--- config.mk ---
export PLATFORM = sky130hd
export DESIGN_NAME = snk_input_ctrl
export DESIGN_NICKNAME = d
export VERILOG_FILES = /design/src/rtl/snk_input_pkg.sv /design/src/rtl/snk_input_chan.sv /design/src/rtl/snk_input_ctrl.sv
export SDC_FILE = /design/constraint.sdc
export NUM_CORES = 1
export LEC_CHECK = 0
export BUFFER_PORTS_ARGS = -buffer_cell sky130_fd_sc_hd__buf_4
export CAP_MARGIN = 20
export CORE_MARGIN = 1.5
export CORE_UTILIZATION = 43
export DETAILED_ROUTE_END_ITERATION = 12
export PLACE_DENSITY_LB_ADDON = 0.2
export SYNTH_ARGS = -nofsm -noshare
export SYNTH_HDL_FRONTEND = slang
export SYNTH_HIERARCHICAL = 1
export SYNTH_SLANG_ARGS = --single-unit
--- constraint.sdc ---
create_clock -name i_clk -period 1.8 [get_ports i_clk]
set_input_delay 0.09 -clock i_clk [delete_from_list [all_inputs] [get_ports i_clk]]
set_output_delay 0.09 -clock i_clk [all_outputs]
set_load 0.01 [all_outputs]
--- src/rtl/snk_input_pkg.sv ---
// Shared joystick bit positions, player-word layout and ioctl indices for the SNK input block.
package snk_input_pkg;

  localparam int JOY_R     = 0;
  localparam int JOY_L     = 1;
  localparam int JOY_D     = 2;
  localparam int JOY_U     = 3;
  localparam int JOY_BTN0  = 4;
  localparam int JOY_START = 7;
  localparam int JOY_COIN  = 8;
  localparam int JOY_SVC   = 9;
  localparam int JOY_PAUSE = 10;

  localparam logic [7:0] IOCTL_IDX_DSW  = 8'd254;
  localparam logic [7:0] IOCTL_IDX_GAME = 8'd1;

  typedef struct packed {
    logic [1:0] pad_hi;
    logic       up;
    logic       down;
    logic       right;
    logic       left;
    logic       svc;
    logic [3:0] pad_mid;
    logic [2:0] btn;
    logic       start;
    logic       coin;
  } player_word_t;

  typedef enum logic {
    COIN_IDLE   = 1'b0,
    COIN_ACTIVE = 1'b1
  } coin_state_e;

  localparam player_word_t PLAYER_IDLE = 16'hFFFF;

  // Pass-through fields only; buttons and coin are filled in by the channel logic.
  function automatic player_word_t map_static(input logic [15:0] joy);
    player_word_t w;
    w       = PLAYER_IDLE;
    w.up    = ~joy[JOY_U];
    w.down  = ~joy[JOY_D];
    w.right = ~joy[JOY_R];
    w.left  = ~joy[JOY_L];
    w.svc   = ~joy[JOY_SVC];
    w.start = ~joy[JOY_START];
    return w;
  endfunction

endpackage

--- src/rtl/snk_input_chan.sv ---
// One player channel: direct mapping, coin-pulse stretching and per-button autofire,
// producing a registered active-low player word.
module snk_input_chan
  import snk_input_pkg::*;
#(
  parameter int NBTN        = 3,
  parameter int COIN_FRAMES = 3,
  parameter int AF_FRAMES   = 2
) (
  input  logic            i_clk,
  input  logic            rst_n,
  input  logic [15:0]     joy,
  input  logic [NBTN-1:0] af_en,
  input  logic            tick,
  output logic [15:0]     word
);

  localparam logic [3:0] COIN_LOAD = 4'(COIN_FRAMES);
  localparam logic [3:0] AF_LAST   = 4'(AF_FRAMES - 1);

  coin_state_e     coin_st_q, coin_st_d;
  logic [3:0]      coin_cnt_q, coin_cnt_d;
  logic            coin_prev_q, coin_prev_d;
  logic [NBTN-1:0] btn_prev_q, btn_prev_d;
  logic [3:0]      af_cnt_q, af_cnt_d;
  logic            af_phase_q, af_phase_d;
  player_word_t    word_q, word_d;

  logic            coin_in;
  logic [NBTN-1:0] btn_held;
  logic [NBTN-1:0] af_held;
  logic [NBTN-1:0] af_press;
  logic            unused_joy;

  assign coin_in    = joy[JOY_COIN];
  assign btn_held   = joy[JOY_BTN0 +: NBTN];
  assign af_held    = btn_held & af_en;
  assign af_press   = af_held & ~btn_prev_q;
  // Pause and spare bits are consumed elsewhere or intentionally ignored here.
  assign unused_joy = ^joy;

  // Coin FSM: a rising edge opens a window of at least COIN_FRAMES ticks; held coin extends it.
  always_comb begin
    coin_st_d   = coin_st_q;
    coin_cnt_d  = coin_cnt_q;
    coin_prev_d = coin_in;
    case (coin_st_q)
      COIN_IDLE: begin
        if (coin_in && !coin_prev_q) begin
          coin_st_d  = COIN_ACTIVE;
          coin_cnt_d = COIN_LOAD;
        end else begin
          coin_st_d  = COIN_IDLE;
          coin_cnt_d = 4'd0;
        end
      end
      COIN_ACTIVE: begin
        if (coin_cnt_q == 4'd0) begin
          if (!coin_in) begin
            coin_st_d = COIN_IDLE;
          end else begin
            coin_st_d = COIN_ACTIVE;
          end
        end else if (tick) begin
          coin_cnt_d = coin_cnt_q - 4'd1;
        end else begin
          coin_cnt_d = coin_cnt_q;
        end
      end
      default: begin
        coin_st_d  = COIN_IDLE;
        coin_cnt_d = 4'd0;
      end
    endcase
  end

  // Autofire phase generator; a fresh press forces the fire phase so the first shot is immediate.
  always_comb begin
    af_cnt_d   = af_cnt_q;
    af_phase_d = af_phase_q;
    btn_prev_d = btn_held;
    if (|af_press) begin
      af_cnt_d   = 4'd0;
      af_phase_d = 1'b1;
    end else if (|af_held) begin
      if (tick) begin
        if (af_cnt_q >= AF_LAST) begin
          af_cnt_d   = 4'd0;
          af_phase_d = ~af_phase_q;
        end else begin
          af_cnt_d   = af_cnt_q + 4'd1;
          af_phase_d = af_phase_q;
        end
      end else begin
        af_cnt_d   = af_cnt_q;
        af_phase_d = af_phase_q;
      end
    end else begin
      af_cnt_d   = 4'd0;
      af_phase_d = 1'b1;
    end
  end

  // Output word assembly; button slots beyond NBTN stay at the idle value from map_static.
  always_comb begin
    word_d      = map_static(joy);
    word_d.coin = (coin_st_d == COIN_ACTIVE) ? 1'b0 : 1'b1;
    for (int b = 0; b < NBTN; b++) begin
      if (af_en[b]) begin
        word_d.btn[b] = ~(btn_held[b] & af_phase_d);
      end else begin
        word_d.btn[b] = ~btn_held[b];
      end
    end
  end

  // State and output registers.
  always_ff @(posedge i_clk or negedge rst_n) begin
    if (!rst_n) begin
      coin_st_q   <= COIN_IDLE;
      coin_cnt_q  <= 4'd0;
      coin_prev_q <= 1'b0;
      btn_prev_q  <= {NBTN{1'b0}};
      af_cnt_q    <= 4'd0;
      af_phase_q  <= 1'b1;
      word_q      <= PLAYER_IDLE;
    end else begin
      coin_st_q   <= coin_st_d;
      coin_cnt_q  <= coin_cnt_d;
      coin_prev_q <= coin_prev_d;
      btn_prev_q  <= btn_prev_d;
      af_cnt_q    <= af_cnt_d;
      af_phase_q  <= af_phase_d;
      word_q      <= word_d;
    end
  end

  assign word = word_q;

endmodule

--- src/rtl/snk_input_ctrl.sv ---
// Player-input and config-capture block between hps_io and the SNK core: per-player channels,
// frame tick from VBLANK, DIP/game-select capture from ioctl, and merged pause request.
module snk_input_ctrl
  import snk_input_pkg::*;
#(
  parameter int                NPLAYERS    = 2,
  parameter int                NBTN        = 3,
  parameter int                NDSW        = 2,
  parameter int                COIN_FRAMES = 3,
  parameter int                AF_FRAMES   = 2,
  parameter logic [8*NDSW-1:0] DSW_DEFAULT = {NDSW{8'hFF}}
) (
  input  logic                     i_clk,
  input  logic                     RESETn,
  input  logic                     ioctl_wr,
  input  logic [7:0]               ioctl_index,
  input  logic [24:0]              ioctl_addr,
  input  logic [7:0]               ioctl_dout,
  input  logic [16*NPLAYERS-1:0]   joy_in,
  input  logic [NBTN*NPLAYERS-1:0] af_en,
  input  logic                     vblank,
  output logic [16*NPLAYERS-1:0]   player_out,
  output logic [8*NDSW-1:0]        dsw,
  output logic [7:0]               game,
  output logic                     pause_req
);

  logic              vblank_q, vblank_d;
  logic [8*NDSW-1:0] dsw_q, dsw_d;
  logic [7:0]        game_q, game_d;
  logic              pause_q, pause_d;
  logic              tick;
  logic              dsw_wr;
  logic              game_wr;

  assign tick = vblank & ~vblank_q;

  for (genvar p = 0; p < NPLAYERS; p++) begin : g_chan
    snk_input_chan #(
      .NBTN        (NBTN),
      .COIN_FRAMES (COIN_FRAMES),
      .AF_FRAMES   (AF_FRAMES)
    ) u_chan (
      .i_clk (i_clk),
      .rst_n (RESETn),
      .joy   (joy_in[16*p +: 16]),
      .af_en (af_en[NBTN*p +: NBTN]),
      .tick  (tick),
      .word  (player_out[16*p +: 16])
    );
  end

  // ioctl capture, pause merge and VBLANK history.
  always_comb begin
    vblank_d = vblank;
    dsw_d    = dsw_q;
    game_d   = game_q;
    pause_d  = 1'b0;
    dsw_wr   = ioctl_wr && (ioctl_index == IOCTL_IDX_DSW) && (ioctl_addr[24:3] == 22'd0);
    game_wr  = ioctl_wr && (ioctl_index == IOCTL_IDX_GAME) && (ioctl_addr == 25'd0);
    for (int k = 0; k < NDSW; k++) begin
      if (dsw_wr && (ioctl_addr[2:0] == 3'(k))) begin
        dsw_d[8*k +: 8] = ioctl_dout;
      end else begin
        dsw_d[8*k +: 8] = dsw_q[8*k +: 8];
      end
    end
    if (game_wr) begin
      game_d = ioctl_dout;
    end else begin
      game_d = game_q;
    end
    for (int p = 0; p < NPLAYERS; p++) begin
      pause_d = pause_d | joy_in[16*p + JOY_PAUSE];
    end
  end

  // Registers; vblank_q resets high so a VBLANK already asserted at release is not a tick.
  always_ff @(posedge i_clk or negedge RESETn) begin
    if (!RESETn) begin
      vblank_q <= 1'b1;
      dsw_q    <= DSW_DEFAULT;
      game_q   <= 8'd0;
      pause_q  <= 1'b0;
    end else begin
      vblank_q <= vblank_d;
      dsw_q    <= dsw_d;
      game_q   <= game_d;
      pause_q  <= pause_d;
    end
  end

  assign dsw       = dsw_q;
  assign game      = game_q;
  assign pause_req = pause_q;

endmodule

After elaboration in Yosys (flattened, before gate mapping)
Cells that the tools add are included.
{"block": "word_totals", "elab_cells": 152, "out_inout_bits": 57, "register_bits": 74, "input_bits": 83}
{"block": "op_classes", "muxes": 40, "n_bitwise": 43, "add_sub_neg": 4, "n_reduce_logical": 21, "magnitude_cmp": 2, "eq_ne": 9}
{"cell": "4-bit two-way mux", "n": 12}
{"cell": "1-bit inverter", "n": 29}
{"cell": "25-bit logical NOT", "n": 1}
{"cell": "22-bit logical NOT", "n": 1}
{"cell": "1-bit two-way mux", "n": 22}
{"cell": "4-bit case mux with 2 select lines", "n": 2}
{"cell": "3-bit bitwise AND", "n": 4}
{"cell": "3-bit OR reduction", "n": 4}
{"cell": "4-bit by 1-bit adder with 4-bit output (second input constant)", "n": 2}
{"cell": "8-bit by 1-bit == test with 1-bit output (second input constant)", "n": 1}
{"cell": "8-bit == test (second input constant)", "n": 1}
{"cell": "4-bit by 1-bit greater-or-equal comparator with 1-bit output (second input constant)", "n": 2}
{"cell": "1-bit logical AND", "n": 8}
{"cell": "4-bit logical NOT", "n": 2}
{"cell": "4-bit by 1-bit subtractor with 4-bit output (second input constant)", "n": 2}
{"cell": "1-bit bitwise AND", "n": 7}
{"cell": "2-bit inequality test (second input constant)", "n": 3}
{"cell": "3-bit inverter", "n": 2}
{"cell": "2-bit two-way mux", "n": 2}
{"cell": "1-bit case mux with 2 select lines", "n": 2}
{"cell": "2-bit AND reduction", "n": 2}
{"cell": "3-bit by 1-bit == test with 1-bit output (second input constant)", "n": 1}
{"cell": "3-bit logical NOT", "n": 1}
{"cell": "3-bit by 1-bit inequality test with 1-bit output (second input constant)", "n": 1}
{"cell": "other kinds (4)", "n": 5}

Depth between registers and ports, before layout
Gate-level depths: netlist (run 1).
{"block": "logic_depth", "ltp_word": 8, "depth_mapped": 5, "depth_no_buf": 5}

Modules after synthesis
The synthesis (run 1) kept the hierarchy.
{"mod": "snk_input_chan", "cells_each": 95, "area_each_um2": 1057.3, "seq_area_each_um2": 614.3, "n_inst": 2}
{"mod": "snk_input_ctrl", "cells_each": 77, "area_each_um2": 1152.4, "seq_area_each_um2": 671.9, "n_inst": 1}

Worst setup path before layout (run 1)
No wires, ideal clock.
{"block": "synth_path", "kind": "register to register", "from": "reg vblank_q", "to": "reg g_chan[0].u_chan.coin_cnt_q[3]", "path_stages_with_launch": 5, "t_arrival_ps": 1908, "setup_time_ps": 77, "required_ps": 1723, "path_buffers": 0, "period_less_slack_ps": 1985, "setup_slack_ps": -185, "path_cell_list": "dfstp_2 nor2b_1 clkinv_1 or4_1 a21oi_1"}
{"block": "synth_between", "elab_chain_cells": 4}
{"element": "from (decl)", "line_no": "snk_input_ctrl.sv:28", "rtl": "logic vblank_q, vblank_d;"}
{"element": "from (signal assigned)", "line_no": "snk_input_ctrl.sv:86", "rtl": "vblank_q <= vblank_d;"}
{"element": "1-bit inverter", "line_no": "snk_input_ctrl.sv:36", "rtl": "assign tick = vblank & ~vblank_q;"}
{"element": "1-bit bitwise AND", "line_no": "snk_input_ctrl.sv:36"}
{"element": "named net tick", "line_no": "snk_input_ctrl.sv:32", "rtl": "logic tick;"}
{"element": "2-bit by 1-bit inequality test with 1-bit output (no source line)"}
{"element": "2-bit AND reduction (no source line)"}
{"element": "to (signal assigned)", "line_no": "snk_input_chan.sv:129", "rtl": "coin_cnt_q <= coin_cnt_d;"}
{"element": "to (decl)", "line_no": "snk_input_chan.sv:22", "rtl": "logic [3:0] coin_cnt_q, coin_cnt_d;"}
The timed path passes the listed nets, and every way through them passes these cells.
A chain may end at the register's enable or synchronous reset.

==> impl_metrics.prom, run 1 <==
# TYPE chip_impl_metric gauge
chip_impl_info{name="outcome",value="finished, final reports clean"} 1
chip_impl_info{name="worst_hold_path_type",value="primary input to flip-flop"} 1
chip_impl_metric{name="routed_via_density",unit=""} 4.82
chip_impl_metric{name="clk_latency",unit="ps"} 340
chip_impl_metric{name="clockBufferDepth",unit=""} 2
chip_impl_metric{name="routed_wl",unit="mm"} 7.08
chip_impl_metric{name="globalRouteTotalUtil",unit="%"} 18.7
chip_impl_metric{name="cp.buffers_inverters",unit=""} 2
chip_impl_metric{name="drc",unit=""} 0
chip_impl_metric{name="drtPass1Iterations",unit=""} 5
chip_impl_metric{name="port-buffer-count",unit=""} 117
chip_impl_metric{name="timing.setup.tns",unit="ps"} 0
chip_impl_metric{name="grt_start_max_net_pins",unit=""} 41
chip_impl_metric{name="post_synth_num_cell_types",unit=""} 38
chip_impl_metric{name="final_cells",unit=""} 538
chip_impl_metric{name="dieArea",unit="sq um"} 8130
chip_impl_metric{name="layout_min_cycle_time",unit="ps"} 1690
chip_impl_metric{name="cp.arrival",unit="ps"} 1910
chip_impl_metric{name="mapped_cell_area",unit="sq um"} 3270
chip_impl_metric{name="number_of_antenna_violations_at_the_first_check_in_global_routing",unit=""} 0
chip_impl_metric{name="via_count_of_the_first_global_routing_pass",unit=""} 2666
chip_impl_metric{name="synth_sequential_area_ratio",unit="%"} 58.2
chip_impl_metric{name="cts.reportedPaths.clkPinSlew",unit="ps"} 70
chip_impl_info{name="critPathCaptureType",value="flip-flop"} 1
chip_impl_metric{name="synth_edf_count",unit=""} 0
chip_impl_info{name="postSynth.topFlopCell",value="sky130_fd_sc_hd__dfstp_2"} 1
chip_impl_info{name="setup.worst_path.start_class",value="primary input"} 1
chip_impl_metric{name="path_max_fanout",unit=""} 6
chip_impl_metric{name="post_cts_buffers",unit=""} 0
chip_impl_metric{name="worst_clock_skew",unit="ps"} 5.50
chip_impl_metric{name="die_h",unit="microns"} 90.2
chip_impl_metric{name="grt_first_pass_wirelength",unit="mm"} 12.1
chip_impl_metric{name="slew_viol_final",unit=""} 0
chip_impl_metric{name="num_vias",unit=""} 2592
chip_impl_metric{name="fin_crit_sh",unit="%"} 93.8
chip_impl_metric{name="floorplan.rows",unit=""} 31
chip_impl_metric{name="timing.final.hold_violations",unit=""} 0
chip_impl_metric{name="h_tree_lvl_count",unit=""} 3
chip_impl_info{name="most_frequent_standard_cell_in_the_layout_excluding_fill_and_tap_cells",value="sky130_fd_sc_hd__buf_4"} 1
chip_impl_metric{name="fmaxAchievable",unit="MHz"} 592
chip_impl_metric{name="n_fill_cell",unit=""} 553
chip_impl_metric{name="maxCapViolCount",unit=""} 0
chip_impl_metric{name="preCtsSetupSlack",unit="ps"} 67.2
chip_impl_metric{name="floorplan.die.width",unit="microns"} 90.2
chip_impl_metric{name="std_cell_core_area",unit="sq um"} 7290
chip_impl_metric{name="power_leakage",unit="nW"} 2.36
chip_impl_metric{name="residual_overflow_from_global_routing",unit=""} 0
chip_impl_metric{name="placed_cells_incl_taps",unit=""} 486
chip_impl_metric{name="layout.nets",unit=""} 525
chip_impl_metric{name="async_flop_share",unit="%"} 100
chip_impl_metric{name="timing.final.ws_setup",unit="ps"} 111
chip_impl_info{name="grt_setup_unrepaired",value="false"} 1
chip_impl_metric{name="gp_congestion",unit=""} 0.829
chip_impl_metric{name="synthesis.yosys.warnings",unit=""} 6
chip_impl_metric{name="final_antenna_net_count",unit=""} 0
chip_impl_info{name="cts.root.buffer_cell",value="sky130_fd_sc_hd__clkbuf_8"} 1
chip_impl_info{name="final_cell_mix",value="sky130_fd_sc_hd__buf_4 (121), sky130_fd_sc_hd__dfstp_2 (39), sky130_fd_sc_hd__dlygate4sd3_1 (36)"} 1
chip_impl_info{name="critPathTopFamily",value="simple AND/OR/NAND/NOR gates"} 1
chip_impl_metric{name="num_antenna_cells",unit=""} 0
chip_impl_metric{name="cts_num_sinks",unit=""} 74
chip_impl_metric{name="final-setup-viol-count",unit=""} 0
chip_impl_metric{name="rrSetupSlack",unit="ps"} 170
chip_impl_metric{name="drt_iter0_drc",unit=""} 52
chip_impl_metric{name="post_synth_inst_count",unit=""} 267
chip_impl_metric{name="io-pin-count",unit=""} 140
chip_impl_info{name="worstPathCellList",value="dlygate4sd3_1 > buf_4 > and3b_1 > or4_1 > o41ai_1"} 1
chip_impl_info{name="cts_tree",value="done"} 1
chip_impl_metric{name="cts_buffer_count",unit=""} 9
chip_impl_metric{name="worst_ep_required_time",unit="ps"} 2030
chip_impl_info{name="worstSetupPathType",value="primary input to flip-flop"} 1
chip_impl_metric{name="area_overhead_vs_synth",unit="%"} 48.6
chip_impl_metric{name="start_util",unit="%"} 44.8
chip_impl_metric{name="synth_area_per_cell",unit="sq um"} 12.2
chip_impl_metric{name="drive_above_1_share",unit="%"} 49.9
chip_impl_metric{name="irDropWorstVdd",unit="mV"} 0.496
chip_impl_metric{name="synth.ff_latch_count",unit=""} 74
chip_impl_metric{name="routedWlPerCell",unit="microns"} 13.2
chip_impl_metric{name="hpwlAfterDp",unit="mm"} 4.98
chip_impl_metric{name="cp_slowest_stage_delay",unit="ps"} 630
chip_impl_metric{name="power-per-cell-area",unit="nW/um^2"} 807
chip_impl_metric{name="layout.core_utilization",unit="%"} 66.6
chip_impl_info{name="critPathSlowestCell",value="sky130_fd_sc_hd__or4_1"} 1
-- metal layers --
metal | GRT usage [%] | up-vias | part of all wire (%)
li1 | - | 1266 | -
met1 | 22.1 | 1224 | 43
met2 | 31.6 | 88 | 49
met3 | 4.15 | 14 | 5.2
met4 | 9.79 | 0 | 2.5
met5 | 0 | - | 0
-- final timing paths --
path	from	to	cells past startpoint
min in group asynchronous	RESETn	pause_req	2
setup reg to reg	g_chan[1].u_chan/af_cnt_q[1]	g_chan[1].u_chan/word[2]	5
hold reg to reg	g_chan[0].u_chan/coin_st_q	g_chan[0].u_chan/coin_cnt_q[0]	1
hold / removal	af_en[2]	g_chan[0].u_chan/word[4]	4
setup / recovery	af_en[3]	g_chan[1].u_chan/word[2]	5
max in group asynchronous	RESETn	g_chan[0].u_chan/word[3]	3
-- layout make-up --
type,instances,area (sq um),share of cell area [%]
Tap cell,99,124,2.55
Timing Repair Buffer,160,1330,27.4
Inverter,30,113,2.32
Sequential cell,74,1900,39.1
Multi-Input combinational cell,159,1210,24.9
Clock buffer,10,138,2.83
Clock inverter,6,41.3,0.850
-- cell usage after synthesis, types with 4 or more instances --
master | n | area share, %
sky130_fd_sc_hd__a21oi_1 | 10 | 1.5
sky130_fd_sc_hd__a31oi_1 | 4 | 0.77
sky130_fd_sc_hd__and3b_1 | 6 | 1.6
sky130_fd_sc_hd__buf_4 | 12 | 2.8
sky130_fd_sc_hd__dfrtp_1 | 35 | 27
sky130_fd_sc_hd__dfstp_2 | 39 | 31
sky130_fd_sc_hd__ha_1 | 8 | 3.1
sky130_fd_sc_hd__inv_1 | 28 | 3.2
sky130_fd_sc_hd__mux2_2 | 24 | 8.3
sky130_fd_sc_hd__nand2_1 | 10 | 1.1
sky130_fd_sc_hd__nand3_1 | 10 | 1.5
sky130_fd_sc_hd__nor2_1 | 7 | 0.80
sky130_fd_sc_hd__nor3b_1 | 4 | 0.92
sky130_fd_sc_hd__nor4_1 | 9 | 1.7
sky130_fd_sc_hd__o21ai_0 | 6 | 0.92
sky130_fd_sc_hd__o41ai_1 | 4 | 1.1
sky130_fd_sc_hd__or3_1 | 6 | 1.1
sky130_fd_sc_hd__or3_2 | 4 | 0.92
sky130_fd_sc_hd__or4_1 | 4 | 0.92
-- registers in the layout (all words and copies together) (netlist names) --
register / flops
g_chan.u_chan/coin_st_q: 2
g_chan.u_chan/btn_prev_q: 6
vblank_q: 1
game: 8
pause_req: 1
dsw: 16
g_chan.u_chan/word: 20
g_chan.u_chan/af_cnt_q: 8
g_chan.u_chan/af_phase_q: 2
g_chan.u_chan/coin_prev_q: 2
g_chan.u_chan/coin_cnt_q: 8
-- per-stage QoR --
step | total power [mW] | area, sq um | hold WS, ps
final | 3.92 | 4860 | 59.0
after global routing | 4.15 | 4860 | 60.9
after CTS | 3.96 | 4840 | 40.6
after detailed placement | 2.72 | 4300 | 69.5
after global placement | 2.68 | 4300 | 71.6
after floorplan | 2.38 | 3310 | -206
-- what timing repair did --
action / CTS / global route
hold buffers: 36 / 0
gates resized for setup: 0 / 2
setup endpoints to repair: 0 / 6
hold endpoints to repair: 71 / 0
-- worst reg2reg max path, stage by stage, from the launching register on --
cell                      delay, ps
sky130_fd_sc_hd__dfrtp_1        380
sky130_fd_sc_hd__inv_1           80
sky130_fd_sc_hd__ha_1           220
sky130_fd_sc_hd__nor4b_4        330
sky130_fd_sc_hd__nor3_1         140
sky130_fd_sc_hd__o41ai_1        370
-- cells by family (layout without fill, tap and decap cells) --
group	after synthesis	after routing	synth area share (%)
AOI/OAI and AO/OA	32	32	6.28
xor gates and xnor gates	2	2	0.536
adders and majority gates	8	8	3.06
buffers and inverters	44	206	6.51
DFF	74	74	58.2
muxes	24	24	8.27
other	2	12	0.230
and+or+nand+nor	81	81	16.9
-- where the power goes --
| part | switching (mW) | internal (mW) |
|---|---|---|
| Clock | 0.622 | 0.537 |
| Combinational | 0.389 | 0.428 |
| Sequential | 0.0936 | 1.85 |
No activity file was read; power rests on OpenSTA's default activity.
==> inputs of run 2 (changes only) <==
--- a/config.mk
+++ b/config.mk
@@ -5,10 +5,11 @@
 export SDC_FILE = /design/constraint.sdc
 export NUM_CORES = 1
 export LEC_CHECK = 0
+export ABC_AREA = 1
 export BUFFER_PORTS_ARGS = -buffer_cell sky130_fd_sc_hd__buf_4
 export CAP_MARGIN = 20
 export CORE_MARGIN = 1.5
-export CORE_UTILIZATION = 43
+export CORE_UTILIZATION = 44
 export DETAILED_ROUTE_END_ITERATION = 12
 export PLACE_DENSITY_LB_ADDON = 0.2
 export SYNTH_ARGS = -nofsm -noshare
==> run 2 against run 1 <==
Via count rose by 21%. Sequential power barely moved. First-iteration DRC count rose by 77%. Global-route usage rose by 2.3 points.
==> impl_metrics.prom, run 2 <==
# TYPE chip_impl_metric gauge
chip_impl_info{name="outcome",value="finished, final reports clean"} 1
chip_impl_metric{name="via_count_of_the_first_global_routing_pass",unit=""} 3248
chip_impl_metric{name="fin_crit_sh",unit="%"} 76.0
chip_impl_metric{name="routed_wl",unit="mm"} 8.25
chip_impl_metric{name="post_synth_inst_count",unit=""} 412
chip_impl_metric{name="routedWlPerCell",unit="microns"} 12.0
chip_impl_metric{name="port-buffer-count",unit=""} 117
chip_impl_metric{name="synth_area_per_cell",unit="sq um"} 8.59
chip_impl_metric{name="worst_ep_required_time",unit="ps"} 2090
chip_impl_info{name="netlist.top_cell.by_area",value="sky130_fd_sc_hd__dfstp_2"} 1
chip_impl_metric{name="placed_cells_incl_taps",unit=""} 632
chip_impl_metric{name="final_antenna_net_count",unit=""} 0
chip_impl_info{name="most_frequent_standard_cell_in_the_layout_excluding_fill_and_tap_cells",value="sky130_fd_sc_hd__buf_4"} 1
chip_impl_metric{name="drt_iter0_drc",unit=""} 92
chip_impl_metric{name="die_h",unit="microns"} 92.7
chip_impl_metric{name="h_tree_lvl_count",unit=""} 3
chip_impl_metric{name="path_max_fanout",unit=""} 4
chip_impl_metric{name="routed_via_density",unit=""} 4.59
chip_impl_metric{name="synth_top_area_share",unit="%"} 29.0
chip_impl_metric{name="power-per-cell-area",unit="nW/um^2"} 841
chip_impl_metric{name="number_of_antenna_violations_at_the_first_check_in_global_routing",unit=""} 0
chip_impl_metric{name="power.share.clock",unit="%"} 33.3
chip_impl_metric{name="final-setup-viol-count",unit=""} 0
chip_impl_metric{name="synth_edf_count",unit=""} 0
chip_impl_metric{name="layout_min_cycle_time",unit="ps"} 1370
chip_impl_metric{name="sequential_share_of_power",unit="%"} 44.6
chip_impl_metric{name="place_area",unit="sq um"} 4530
chip_impl_metric{name="layout.nets",unit=""} 670
chip_impl_metric{name="cts_buffer_count",unit=""} 9
chip_impl_metric{name="grt_first_pass_wirelength",unit="mm"} 14.2
chip_impl_info{name="grt_setup_unrepaired",value="false"} 1
chip_impl_metric{name="clk_latency",unit="ps"} 340
chip_impl_metric{name="mapped_cell_area",unit="sq um"} 3540
chip_impl_metric{name="timing.final.ws_setup",unit="ps"} 431
chip_impl_metric{name="gp_congestion",unit=""} 0.813
chip_impl_metric{name="synth_sequential_area_ratio",unit="%"} 53.7
chip_impl_info{name="postSynth.topFlopCell",value="sky130_fd_sc_hd__dfstp_2"} 1
chip_impl_info{name="worstSetupPathType",value="flip-flop to flip-flop"} 1
chip_impl_metric{name="io-pin-count",unit=""} 140
chip_impl_metric{name="worst_hold_slack",unit="ps"} 164
chip_impl_metric{name="start_util",unit="%"} 45.6
chip_impl_metric{name="timing.setup.tns",unit="ps"} 0
chip_impl_metric{name="synth.ff_latch_count",unit=""} 74
chip_impl_info{name="critPathCaptureType",value="flip-flop"} 1
chip_impl_metric{name="largest_register_ffs",unit=""} 20
chip_impl_metric{name="residual_overflow_from_global_routing",unit=""} 0
chip_impl_metric{name="power_leakage",unit="nW"} 2.76
chip_impl_metric{name="cp.arrival",unit="ps"} 1660
chip_impl_info{name="synth.top_cells.by_count",value="sky130_fd_sc_hd__nand2_1 (119), sky130_fd_sc_hd__inv_1 (58), sky130_fd_sc_hd__nand3_1 (50)"} 1
chip_impl_metric{name="dieArea",unit="sq um"} 8590
chip_impl_info{name="cts.root.buffer_cell",value="sky130_fd_sc_hd__clkbuf_8"} 1
chip_impl_metric{name="hpwlAfterDp",unit="mm"} 5.83
chip_impl_metric{name="post_synth_num_cell_types",unit=""} 27
chip_impl_metric{name="clockBufferDepth",unit=""} 2
chip_impl_metric{name="num_antenna_cells",unit=""} 0
chip_impl_metric{name="slew_viol_final",unit=""} 0
chip_impl_metric{name="power.switching",unit="mW"} 1.25
chip_impl_metric{name="drc",unit=""} 0
chip_impl_metric{name="globalRouteTotalUtil",unit="%"} 21.0
chip_impl_metric{name="area_overhead_vs_synth",unit="%"} 45.1
chip_impl_metric{name="num_vias",unit=""} 3147
chip_impl_metric{name="async_flop_share",unit="%"} 100
chip_impl_info{name="setup.worst_path.start_class",value="flip-flop"} 1
chip_impl_metric{name="drive_above_1_share",unit="%"} 34.8
chip_impl_info{name="worst_hold_path_type",value="primary input to flip-flop"} 1
chip_impl_metric{name="irDropWorstVdd",unit="mV"} 0.549
chip_impl_metric{name="final_cells",unit=""} 686
chip_impl_info{name="synth.top_cells.by_area",value="sky130_fd_sc_hd__dfstp_2 (29%), sky130_fd_sc_hd__dfrtp_1 (25%), sky130_fd_sc_hd__nand2_1 (13%)"} 1
chip_impl_metric{name="floorplan.rows",unit=""} 32
chip_impl_info{name="cts_tree",value="done"} 1
chip_impl_metric{name="cts_num_sinks",unit=""} 74
chip_impl_metric{name="std_cell_core_area",unit="sq um"} 7770
chip_impl_metric{name="maxCapViolCount",unit=""} 0
chip_impl_metric{name="cts.reportedPaths.clkPinSlew",unit="ps"} 90
chip_impl_metric{name="grt_start_max_net_pins",unit=""} 46
chip_impl_metric{name="preCtsSetupSlack",unit="ps"} 439
chip_impl_metric{name="fmaxAchievable",unit="MHz"} 731
chip_impl_info{name="post-synth-top-count-cell",value="sky130_fd_sc_hd__nand2_1"} 1
chip_impl_metric{name="drtPass1Iterations",unit=""} 4
chip_impl_metric{name="internal-power",unit="mW"} 3.07
chip_impl_metric{name="post_cts_buffers",unit=""} 0
chip_impl_info{name="final_cell_mix",value="sky130_fd_sc_hd__buf_4 (121), sky130_fd_sc_hd__nand2_1 (119), sky130_fd_sc_hd__inv_1 (58)"} 1
chip_impl_metric{name="stdcell_area",unit="sq um"} 5130
chip_impl_metric{name="synthesis.yosys.warnings",unit=""} 6
chip_impl_metric{name="timing.final.hold_violations",unit=""} 0
chip_impl_metric{name="combinational_cell_fraction_of_total_power",unit="%"} 22.1
chip_impl_metric{name="floorplan.die.width",unit="microns"} 92.7
chip_impl_metric{name="sw_frac_of_total",unit="%"} 28.8
chip_impl_metric{name="worst_clock_skew",unit="ps"} 8.03
[run 2: cell types whose count changed after synthesis, sizes merged, moves of 9 or more]
cell | before | now
inv | 28 | 63
mux2 | 24 | 0
nand2 | 10 | 120
nand3 | 10 | 54
nor2 | 7 | 45
nor4 | 9 | 0
or3 | 10 | 0
[run 2: what timing repair did]
action | in CTS | in global routing
hold endpoints to repair | 76 | 0
resized for setup | 0 | 0
hold buffers | 38 | 0
setup endpoints to repair | 0 | 0
[run 2: metal layers]
| layer | wire, microns | vias to the layer above | track usage, % |
|---|---|---|---|
| met2 | 4380 | 86 | 37.9 |
| li1 | - | 1583 | - |
| met4 | 129 | 0 | 7.32 |
| met3 | 507 | 12 | 6.90 |
| met5 | 0 | - | 0 |
| met1 | 3230 | 1466 | 22.9 |
[run 2: logic make-up after synthesis]
logic type                 after synthesis  synth area share, %
AOI/OAI and AO/OA                       18                 3.32
adders and majority gates                8                 2.83
buffers and inverters                   77                 9.58
DFF                                     74                 53.7
other                                    2                0.212
and+or+nand+nor                        233                 30.3
[run 2: layout make-up]
type	count	area [sq um]
Tap cell	102	128
Multi-Input combinational cell	271	1340
Clock inverter	7	101
Sequential cell	74	1900
Inverter	63	236
Clock buffer	9	124
Fill cell	653	2630
Timing Repair Buffer	160	1310
[run 2: path summary, 6_finish.rpt]
kind	start	to	slack, ps	cells after the start
setup / recovery	g_chan[1].u_chan/af_cnt_q[1]	g_chan[1].u_chan/word[3]	430	10
hold / removal	ioctl_addr[0]	game[3]	160	6
setup reg to reg	g_chan[1].u_chan/af_cnt_q[1]	g_chan[1].u_chan/word[3]	430	10
hold reg to reg	dsw[7]	dsw[7]	460	2
max in group asynchronous	RESETn	dsw[3]	960	3
min in group asynchronous	RESETn	g_chan[0].u_chan/btn_prev_q[2]	210	2
[run 2: worst max-delay path: stages (launching register included)]
cell,delay [ps]
sky130_fd_sc_hd__dfrtp_1,390
sky130_fd_sc_hd__inv_1,110
sky130_fd_sc_hd__ha_1,160
sky130_fd_sc_hd__inv_1,40
sky130_fd_sc_hd__nor2_1,90
sky130_fd_sc_hd__nand2_1,120
sky130_fd_sc_hd__nand2_1,80
sky130_fd_sc_hd__nand2_1,50
sky130_fd_sc_hd__nand2_1,130
sky130_fd_sc_hd__nand3_1,90
sky130_fd_sc_hd__nand2_1,70
[run 2: power by group through the flow]
stage	clock network (mW)	registers, mW	logic (mW)
after detailed placement	0	1.96	0.891
final	1.44	1.93	0.954
after floorplan	0	1.96	0.543
after global placement	0	1.95	0.854
after CTS	1.48	1.93	0.956
after global routing	1.56	1.95	1.09
[run 2: per-stage QoR]
stage               util [%]  total power, mW
finish                  66.1             4.32
global route            66.1             4.60
CTS                     66.1             4.36
detailed placement      58.3             2.85
global placement        58.3             2.80
floorplan                  -             2.50
